===== src/rtl/prog_loader_pkg.sv =====
// Shared types and constants for the boot-time program loader.
package prog_loader_pkg;

  typedef enum logic [2:0] {
    S_LEN0,
    S_LEN1,
    S_DATA,
    S_CHK,
    S_DONE,
    S_ERROR
  } state_e;

  localparam int unsigned HDR_BYTES  = 2;
  localparam int unsigned WORD_BYTES = 4;

endpackage


===== src/rtl/prog_loader_word_assembler.sv =====
// Byte-to-word assembler: collects little-endian bytes into 32-bit words.
module word_assembler
  import prog_loader_pkg::*;
(
  input  logic        clk,
  input  logic        rstn,
  input  logic        clr_i,
  input  logic        byte_valid_i,
  input  logic [7:0]  byte_i,
  output logic        word_valid_o,
  output logic [31:0] word_o
);

  logic [1:0]  cnt_q, cnt_d;
  logic [23:0] shift_q, shift_d;

  // The 4th byte is combined directly with the three held bytes, so the word
  // is presented on the same cycle that byte is accepted.
  assign word_valid_o = byte_valid_i && (cnt_q == 2'(WORD_BYTES - 1));
  assign word_o       = {byte_i, shift_q};

  always_comb begin
    cnt_d   = cnt_q;
    shift_d = shift_q;
    if (clr_i) begin
      cnt_d   = '0;
      shift_d = '0;
    end else if (byte_valid_i) begin
      cnt_d   = cnt_q + 2'd1;
      shift_d = {byte_i, shift_q[23:8]};
    end
  end

  always_ff @(posedge clk or negedge rstn) begin
    if (!rstn) begin
      cnt_q   <= '0;
      shift_q <= '0;
    end else begin
      cnt_q   <= cnt_d;
      shift_q <= shift_d;
    end
  end

endmodule


===== src/rtl/prog_loader.sv =====
// Program loader: byte stream -> instruction memory, holds CPU in reset until done.
// Optional trailing XOR checksum byte enabled by PROG_LOADER_CHECKSUM_EN.
module prog_loader
  import prog_loader_pkg::*;
#(
  parameter int unsigned ADDR_WIDTH = 8
) (
  input  logic                  clk,
  input  logic                  rstn,
  input  logic                  in_valid,
  input  logic [7:0]            in_data,
  output logic                  in_ready,
  output logic                  imem_we,
  output logic [ADDR_WIDTH-1:0] imem_addr,
  output logic [31:0]           imem_wdata,
  output logic                  cpu_rstn,
  output logic                  done,
  output logic                  error
);

  localparam logic [16:0] DEPTH = 17'(1) << ADDR_WIDTH;

`ifdef PROG_LOADER_CHECKSUM_EN
  localparam state_e S_AFTER = S_CHK;
`else
  localparam state_e S_AFTER = S_DONE;
`endif

  state_e                state_q, state_d;
  logic [7:0]            len_lo_q, len_lo_d;
  logic [15:0]           count_q, count_d;
  logic [ADDR_WIDTH:0]   widx_q, widx_d;
  logic                  we_q, we_d;
  logic [ADDR_WIDTH-1:0] addr_q, addr_d;
  logic [31:0]           wdata_q, wdata_d;
  logic                  cpu_rstn_q;
`ifdef PROG_LOADER_CHECKSUM_EN
  logic [7:0]            csum_q, csum_d;
`endif

  logic        accept;
  logic        word_valid;
  logic [31:0] word;
  logic [15:0] hdr_count;
  logic        last_word;

  assign in_ready   = (state_q == S_LEN0) || (state_q == S_LEN1) ||
                      (state_q == S_DATA) || (state_q == S_CHK);
  assign accept     = in_valid && in_ready;
  assign hdr_count  = {in_data, len_lo_q};
  assign last_word  = ((17'(widx_q) + 17'd1) == 17'(count_q));

  assign imem_we    = we_q;
  assign imem_addr  = addr_q;
  assign imem_wdata = wdata_q;
  assign cpu_rstn   = cpu_rstn_q;
  assign done       = (state_q == S_DONE);
  assign error      = (state_q == S_ERROR);

  word_assembler u_asm (
    .clk          (clk),
    .rstn         (rstn),
    .clr_i        (state_q != S_DATA),
    .byte_valid_i (accept && (state_q == S_DATA)),
    .byte_i       (in_data),
    .word_valid_o (word_valid),
    .word_o       (word)
  );

  always_comb begin
    state_d  = state_q;
    len_lo_d = len_lo_q;
    count_d  = count_q;
    widx_d   = widx_q;
    we_d     = 1'b0;
    addr_d   = addr_q;
    wdata_d  = wdata_q;
`ifdef PROG_LOADER_CHECKSUM_EN
    csum_d   = csum_q;
`endif
    case (state_q)
      S_LEN0: begin
        if (accept) begin
          len_lo_d = in_data;
          state_d  = S_LEN1;
        end
      end
      S_LEN1: begin
        if (accept) begin
          count_d = hdr_count;
          widx_d  = '0;
          if ({1'b0, hdr_count} > DEPTH) state_d = S_ERROR;
          else if (hdr_count == 16'd0)   state_d = S_AFTER;
          else                           state_d = S_DATA;
        end
      end
      S_DATA: begin
`ifdef PROG_LOADER_CHECKSUM_EN
        if (accept) csum_d = csum_q ^ in_data;
`endif
        if (word_valid) begin
          we_d    = 1'b1;
          addr_d  = widx_q[ADDR_WIDTH-1:0];
          wdata_d = word;
          widx_d  = widx_q + 1'b1;
          if (last_word) state_d = S_AFTER;
        end
      end
`ifdef PROG_LOADER_CHECKSUM_EN
      S_CHK: begin
        if (accept) state_d = (in_data == csum_q) ? S_DONE : S_ERROR;
      end
`endif
      default: ;
    endcase
  end

  always_ff @(posedge clk or negedge rstn) begin
    if (!rstn) begin
      state_q    <= S_LEN0;
      len_lo_q   <= '0;
      count_q    <= '0;
      widx_q     <= '0;
      we_q       <= 1'b0;
      addr_q     <= '0;
      wdata_q    <= '0;
      cpu_rstn_q <= 1'b0;
`ifdef PROG_LOADER_CHECKSUM_EN
      csum_q     <= '0;
`endif
    end else begin
      state_q    <= state_d;
      len_lo_q   <= len_lo_d;
      count_q    <= count_d;
      widx_q     <= widx_d;
      we_q       <= we_d;
      addr_q     <= addr_d;
      wdata_q    <= wdata_d;
      // Lags DONE by one edge so the final write commits before the CPU runs.
      cpu_rstn_q <= (state_q == S_DONE);
`ifdef PROG_LOADER_CHECKSUM_EN
      csum_q     <= csum_d;
`endif
    end
  end

endmodule

===== config.mk =====
export PLATFORM = sky130hd
export DESIGN_NAME = prog_loader
export DESIGN_NICKNAME = d
export VERILOG_FILES = /design/src/rtl/prog_loader_pkg.sv /design/src/rtl/prog_loader_word_assembler.sv /design/src/rtl/prog_loader.sv
export SDC_FILE = /design/constraint.sdc
export NUM_CORES = 1
export LEC_CHECK = 0
export CORE_UTILIZATION = 55
export DETAILED_ROUTE_END_ITERATION = 10
export GPL_ROUTABILITY_DRIVEN = 0
export GPL_TIMING_DRIVEN = 0
export PLACE_DENSITY = 0.79
export SYNTH_ARGS = -nofsm -noshare
export SYNTH_HDL_FRONTEND = slang
export SYNTH_HIERARCHICAL = 1
export SYNTH_SLANG_ARGS = --single-unit

===== constraint.sdc =====
create_clock -name clk -period 2.85 [get_ports clk]
set_clock_uncertainty 0.15 [all_clocks]
set_input_delay 0.57 -clock clk [delete_from_list [all_inputs] [get_ports clk]]
set_output_delay 0.57 -clock clk [all_outputs]
set_load 0.01 [all_outputs]

==> flow_summary_export.csv, run 1 <==
group,metric,value,unit
synthesis,syn-cell-area,4530,um^2
floorplan,vertical_die_dimension,92.7,um
route,drt_pass1_iterations,4,
synthesis,netlist.top_cell.by_area,"sky130_fd_sc_hd__dfrtp_1",
clocking,cts.reportedPaths.clkPinSlew,0.10,ns
critical_path,critical_path_launch_point_type,"register",
route,remaining_drc_errors,0,
final_layout,area_delta_synth_final,20.2,%
final_layout,diodes,0,
critical_path,worstSetupEndpointType,"register",
critical_path,timing.critical_path.slowest_cell_delay,0.46,ns
power,report.power.total,2.51,mW
critical_path,timing.critical_path.required,3.01,ns
floorplan,core-area,7850,um^2
clocking,worst_skew_pair.late_latency,0.37,ns
route,detail_route.iter0.violations,207,
floorplan,top_level_ports,56,
sta,worst_slew_pin_slew,0.696,ns
synthesis,syn-instance-count,434,
synthesis,synth_cell_type_count,49,
global_routing,first_pass_grt_wire_length,15800,um
sta,slew_headroom,53.4,%
power,pd_cells,462,nW/um^2
synthesis,sequential_to_total_area_share_from_yosys_stat,57.5,%
critical_path,worstPathArrival,2.87,ns
sta,final.period_utilization,94.9,%
global_routing,number_of_antenna_violations_at_the_first_check_in_global_routing,0,
flow_run,cap_violations,0,
placed_design,preCtsSetupSlack,-0.118,ns
floorplan,chip_width,92.7,um
global_routing,grt-ovfl-total,0,
critical_path,critPathBufInv,5,
final_layout,ff_latch_area,2600,um^2
sta,totalNegativeSetupSlack,0,ns
synthesis,synth_warnings,6,
global_routing,largest_net_degree_at_the_start_of_global_routing,77,
synthesis,syn-num-nets,447,
critical_path,critical_path.max_fanout,10,
power,total_leakage_power,2.52,nW
sta,rsz0062_at_grt,"yes",
floorplan,die-area,8600,um^2
final_layout,n_fill_cell,636,
final_layout,layout.cells.most_common,"sky130_fd_sc_hd__nand2_1",
critical_path,slowest_stage,"sky130_fd_sc_hd__dfrtp_1",
clocking,htree_num_levels,3,
synthesis,synth_top_cells_by_area,"sky130_fd_sc_hd__dfrtp_1, sky130_fd_sc_hd__nand2_1, sky130_fd_sc_hd__mux2i_1",
global_routing,grt_usage,24.1,%
sta,finalSetupViolCount,0,
synthesis,synth_top_cell_area_share,57.5,%
route,viasPerCell,5.33,
final_layout,layout.nets,515,
sta,slew_violations,0,
clocking,cts_setup_buffers,0,
critical_path,worstPathCellList,"inv_2, and3_1, and2_1, buf_6, buf_12, and2_1, nand2_1, inv_2, clkbuf_1, nand2_1, nand2_1",
synthesis,synth_top_flop_cell,"sky130_fd_sc_hd__dfrtp_1",
synthesis,synth_enable_flop_cells,0,
final_layout,final_layout_size_suffix_gt1_share,11.0,%
clocking,cts_tree,"built",
power,peakVddDrop,268,uV
sta,finalWorstSetupSlack,0.145,ns
final_layout,mostFrequentLayoutCells,"sky130_fd_sc_hd__nand2_1, sky130_fd_sc_hd__dfrtp_1, sky130_fd_sc_hd__clkdlybuf4s50_1",
sta,achievable-frequency,370,MHz
clocking,cts-buffers-inserted,9,
sta,count_of_endpoints_failing_hold_in_the_final_timing_report,0,
floorplan,fp-row-count,32,
floorplan,starting_utilization_of_the_core_area,57.7,%
synthesis,synthesis_stage_register_bit_count,104,
route,routed_wl,9300,um
route,wl_per_cell,15.3,um
global_routing,first_global_vias,3195,
placed_design,numPortBuffers,55,
synthesis,asyncSetResetFlopFracSynth,100,%
clocking,cts_sink_count,104,
synthesis,postSynthAreaPerCell,10.4,um^2
route,route.vias.total,3246,
clocking,clk_root_buffer_cell,"sky130_fd_sc_hd__clkbuf_8",
critical_path,worst_path_most_repeated_cell,"sky130_fd_sc_hd__nand2_1",
critical_path,worstSetupPathType,"reg -> reg",
route,final_antenna_net_count,0,
clocking,cts_buffer_depth,2,
critical_path,worst_path_dominant_cell_family,"buffers and inverters",
hold_path,worstHoldPathType,"reg -> reg",
sta,fin_crit,2.70,ns
outcome,outcome,"finished clean",
final_layout,multiInputGateArea,1730,um^2
placed_design,dp_hpwl,6540,um
## report_power, final
group | switching, mW | leakage [nW] | total (mW) | internal, mW
Combinational | 0.0542 | 0.995 | 0.0920 | 0.0378
Sequential | 0.00903 | 1.42 | 1.50 | 1.49
Clock | 0.491 | 0.101 | 0.926 | 0.435
Total | 0.554 | 2.52 | 2.51 | 1.96
## layer usage
layer | GRT usage, % | wire (um)
met5 | 0 | 0
met2 | 37.0 | 4360
met3 | 3.78 | 437
met4 | 10.6 | 162
met1 | 34.2 | 4350
## worst reg2reg max path: stages, from the launching register on
cell and delay, ns:
sky130_fd_sc_hd__dfrtp_1 0.46, sky130_fd_sc_hd__inv_2 0.15, sky130_fd_sc_hd__and3_1 0.30, sky130_fd_sc_hd__and2_1 0.18, sky130_fd_sc_hd__buf_6 0.17, sky130_fd_sc_hd__buf_12 0.16, sky130_fd_sc_hd__and2_1 0.19, sky130_fd_sc_hd__nand2_1 0.12
sky130_fd_sc_hd__inv_2 0.18, sky130_fd_sc_hd__clkbuf_1 0.39, sky130_fd_sc_hd__nand2_1 0.13, sky130_fd_sc_hd__nand2_1 0.07
## state kept, by name, indices dropped and copies added (netlist names)
name,count
widx_q,9
imem_addr,8
imem_wdata,32
len_lo_q,8
state_q,3
imem_we,1
cpu_rstn,1
u_asm/cnt_q,2
u_asm/shift_q,24
count_q,16
## logic make-up after synthesis
kind of cell / synth area share [%]
adder cells (fa/ha/maj): 0.553
multiplexers: 11.2
XOR/XNOR: 2.51
buffers and inverters: 4.39
AND/OR/NAND/NOR: 19.5
AO/OA/AOI/OAI: 4.31
flip-flops: 57.5
## final cells by class
class                      instances  share of cell area (%)
inverter                           5                   0.345
sequential                       104                    47.8
buffer                            27                    3.36
clock inverter                     4                   0.965
multi-input combinational        298                    31.8
tap                              102                    2.34
clock buffer                      12                    2.67
timing repair buffer              57                    10.8
## synth_stat cells, types with 3 or more instances
| cell | count |
|---|---|
| sky130_fd_sc_hd__and2_1 | 4 |
| sky130_fd_sc_hd__buf_1 | 5 |
| sky130_fd_sc_hd__buf_2 | 7 |
| sky130_fd_sc_hd__buf_4 | 8 |
| sky130_fd_sc_hd__clkbuf_1 | 4 |
| sky130_fd_sc_hd__dfrtp_1 | 104 |
| sky130_fd_sc_hd__inv_2 | 3 |
| sky130_fd_sc_hd__mux2_1 | 15 |
| sky130_fd_sc_hd__mux2_2 | 8 |
| sky130_fd_sc_hd__mux2i_1 | 25 |
| sky130_fd_sc_hd__nand2_1 | 135 |
| sky130_fd_sc_hd__nand3_1 | 4 |
| sky130_fd_sc_hd__nor2_1 | 35 |
| sky130_fd_sc_hd__nor3_1 | 5 |
| sky130_fd_sc_hd__nor4_1 | 4 |
| sky130_fd_sc_hd__o21ai_0 | 8 |
| sky130_fd_sc_hd__o21ai_1 | 10 |
| sky130_fd_sc_hd__o31ai_1 | 3 |
| sky130_fd_sc_hd__xnor2_1 | 11 |
## final timing paths
check | from | end | slack, ns | cells past startpoint
max | state_q[2] | imem_wdata[15] | 0.15 | 11
min | imem_addr[3] | imem_addr[3] | 0.33 | 2
max reg2reg | state_q[2] | imem_wdata[15] | 0.15 | 11
min reg2reg | imem_addr[3] | imem_addr[3] | 0.33 | 2
max in group asynchronous | rstn | imem_addr[0] | 1.35 | 3
min in group asynchronous | rstn | imem_wdata[22] | 0.51 | 2
## repair_timing
action	in CTS	in global routing
endpoints found under the setup margin	0	12
gates resized for setup	0	4
hold buffers	1	0
endpoints found under the hold margin	28	0
## through the flow
| stage | hold slack [ns] | utilization (%) | instances | instance area, um^2 |
|---|---|---|---|---|
| 3_3_place_gp | 0.305 | 66.3 | 591 | 5210 |
| 3_5_place_dp | 0.301 | 66.7 | 592 | 5230 |
| 4_1_cts | 0.330 | 69.3 | 609 | 5440 |
| 5_1_grt | 0.361 | 69.4 | 609 | 5440 |
| 6_report | 0.328 | 69.4 | 609 | 5440 |
| 2_1_floorplan | 0.124 | - | 434 | 4530 |
No activity file was read; power rests on OpenSTA's default activity.
==> run 2: changes to the inputs <==
- SKIP_CTS_REPAIR_TIMING: not set -> 1
==> results of run 2 <==
Same layout as run 1: the final DEF is identical, and so are final timing and power.
Main changes from that run: via count of the first global-routing pass 3195 -> 3192
==> run 3: changes to the inputs <==
- SLEW_MARGIN: not set -> 20
==> run 3 against run 2 <==
Compared with the run above: critical path depth stayed put; clock power is 1% higher; die area stayed put; design area is 0.25% higher; first-iteration DRC count is 3.4% lower; fmax is 1.0% higher; register-to-register slack better by 0.03 ns; sequential share of layout area is 0.12 points lower; critical path type unchanged; highest routed layer unchanged.
==> flow_summary_export.csv, run 3 (synthesis gave the netlist of run 1 again) <==
group,metric,value,unit
outcome,outcome,"finished clean",
route,wl_per_cell,15.2,um
floorplan,vertical_die_dimension,92.7,um
floorplan,die-area,8600,um^2
route,detail_route.iter0.violations,200,
route,routed_wl,9260,um
floorplan,fp-row-count,32,
clocking,cts.reportedPaths.clkPinSlew,0.09,ns
final_layout,layout.nets,515,
floorplan,core-area,7850,um^2
hold_path,worstHoldPathType,"reg -> reg",
final_layout,diodes,0,
hold_path,worst_hold_path.num_cells,2,
sta,slew_headroom,52.1,%
route,remaining_drc_errors,0,
power,pd_cells,463,nW/um^2
global_routing,largest_net_degree_at_the_start_of_global_routing,83,
clocking,clk_root_buffer_cell,"sky130_fd_sc_hd__clkbuf_8",
power,peakVddDrop,398,uV
critical_path,worstSetupEndpointType,"register",
floorplan,starting_utilization_of_the_core_area,57.7,%
sta,final.period_utilization,93.9,%
final_layout,largest_reg_flops,32,
sta,finalWorstSetupSlack,0.173,ns
global_routing,grt_usage,24.3,%
final_layout,mostFrequentLayoutCells,"sky130_fd_sc_hd__nand2_1, sky130_fd_sc_hd__dfrtp_1, sky130_fd_sc_hd__clkdlybuf4s50_1",
sta,finalSetupViolCount,0,
power,netSwitchingPower,0.550,mW
final_layout,area_delta_synth_final,20.5,%
clocking,cts-buffers-inserted,9,
route,drt_pass1_iterations,4,
final_layout,ff_latch_area,2600,um^2
power,power.clock.fraction,37.2,%
sta,achievable-frequency,374,MHz
floorplan,top_level_ports,56,
power,p_comb_share,3.6,%
clocking,cts_buffer_depth,2,
flow_run,cap_violations,0,
critical_path,worst_path_most_repeated_cell,"sky130_fd_sc_hd__nand2_1",
critical_path,slowest_stage,"sky130_fd_sc_hd__dfrtp_1",
critical_path,critical_path_launch_point_type,"register",
critical_path,critical_path.max_fanout,10,
hold_path,holdPathEnd,"imem_addr[3]",
final_layout,multiInputGateArea,1730,um^2
clocking,cts_sink_count,104,
final_layout,final_layout_size_suffix_gt1_share,11.7,%
critical_path,worst_r2r_endpoint,"imem_wdata[19]",
critical_path,timing.critical_path.slowest_cell_delay,0.47,ns
route,final_antenna_net_count,0,
power,power.sequential.fraction,59.2,%
placed_design,preCtsSetupSlack,-0.0971,ns
clocking,cts_tree,"built",
power,total_leakage_power,2.52,nW
critical_path,worstPathArrival,2.83,ns
sta,count_of_endpoints_failing_hold_in_the_final_timing_report,0,
clocking,worst_skew_pair.late_latency,0.36,ns
critical_path,worstPathCellList,"inv_2, and3_1, and2_1, buf_6, buf_12, and2_1, nand2_1, buf_2, buf_1, nand2_1, nand2_1",
global_routing,first_pass_grt_wire_length,15800,um
global_routing,number_of_antenna_violations_at_the_first_check_in_global_routing,0,
placed_design,dp_hpwl,6510,um
final_layout,post_layout_nonfiller_instances,608,
sta,fin_crit,2.68,ns
sta,worst_slew_pin_slew,0.714,ns
critical_path,rr_worst_depth,11,
power,internal-power,1.98,mW
sta,totalNegativeSetupSlack,0,ns
floorplan,chip_width,92.7,um
route,route.vias.total,3238,
clocking,htree_num_levels,3,
placed_design,dp_cells,592,
critical_path,rr_startpoint,"state_q[2]",
power,power.switching_fraction,21.8,%
final_layout,layout.cells.most_common,"sky130_fd_sc_hd__nand2_1",
critical_path,worstSetupPathType,"reg -> reg",
critical_path,reg2reg_setup_slack,0.17,ns
sta,rsz0062_at_grt,"no",
critical_path,timing.critical_path.required,3.00,ns
hold_path,worst_hold_startpoint,"imem_addr[3]",
placed_design,numPortBuffers,55,
sta,slew_violations,0,
route,viasPerCell,5.33,
global_routing,grt-ovfl-total,0,
global_routing,first_global_vias,3184,
final_layout,n_fill_cell,635,
## run 3: worst max path at each step
stage / depth (start not counted) / endpoint / start
6_report: 11 / imem_wdata[19] / state_q[2]
5_1_grt: 11 / imem_wdata[19] / state_q[2]
4_1_cts: 11 / imem_wdata[27] / state_q[2]
3_5_place_dp: 10 / imem_wdata[21] / in_valid
3_3_place_gp: 1 / imem_addr[4] / rstn
2_1_floorplan: 10 / state_q[1] / state_q[2]
## run 3: worst max-delay path, delay by kind of cell (launching register included)
| kind | cells | cell delay (ns) |
|---|---|---|
| flops | 1 | 0.47 |
| simple gates | 6 | 0.91 |
| buf+inv | 5 | 1.06 |
## run 3: layout make-up
| class | count | area share (%) |
|---|---|---|
| multi-input cells | 298 | 31.7 |
| flip-flops and latches | 104 | 47.7 |
| clock inverters | 4 | 0.986 |
| repair buffers | 57 | 10.8 |
| inverters | 5 | 0.344 |
| plain buffers | 27 | 3.39 |
| well taps | 102 | 2.34 |
| clock buffers | 11 | 2.77 |
## run 3: metrics by stage
stage / hold slack, ns / util (%) / power [mW] / cell area [um^2]
floorplan: 0.124 / - / 1.55 / 4530
global placement: 0.305 / 66.3 / 1.61 / 5210
detailed placement: 0.288 / 66.7 / 1.62 / 5240
CTS: -0.116 / 69.3 / 2.54 / 5440
global route: 0.353 / 69.5 / 2.61 / 5460
finish: 0.328 / 69.5 / 2.53 / 5460
## run 3: per-layer routing
layer  wire [um]  share of wire, %  track usage [%]
met2        4390                47             38.1
met5           0                 0                0
met3         502               5.4             5.01
met1        4220                46             33.6
met4         142               1.5             9.10
## run 3: power groups by stage
stage / logic, mW / registers, mW / clock network, mW
floorplan: 0.0294 / 1.52 / 0
global placement: 0.0864 / 1.52 / 0
detailed placement: 0.0938 / 1.52 / 0
CTS: 0.0940 / 1.50 / 0.953
global route: 0.103 / 1.50 / 1.01
finish: 0.0917 / 1.50 / 0.939
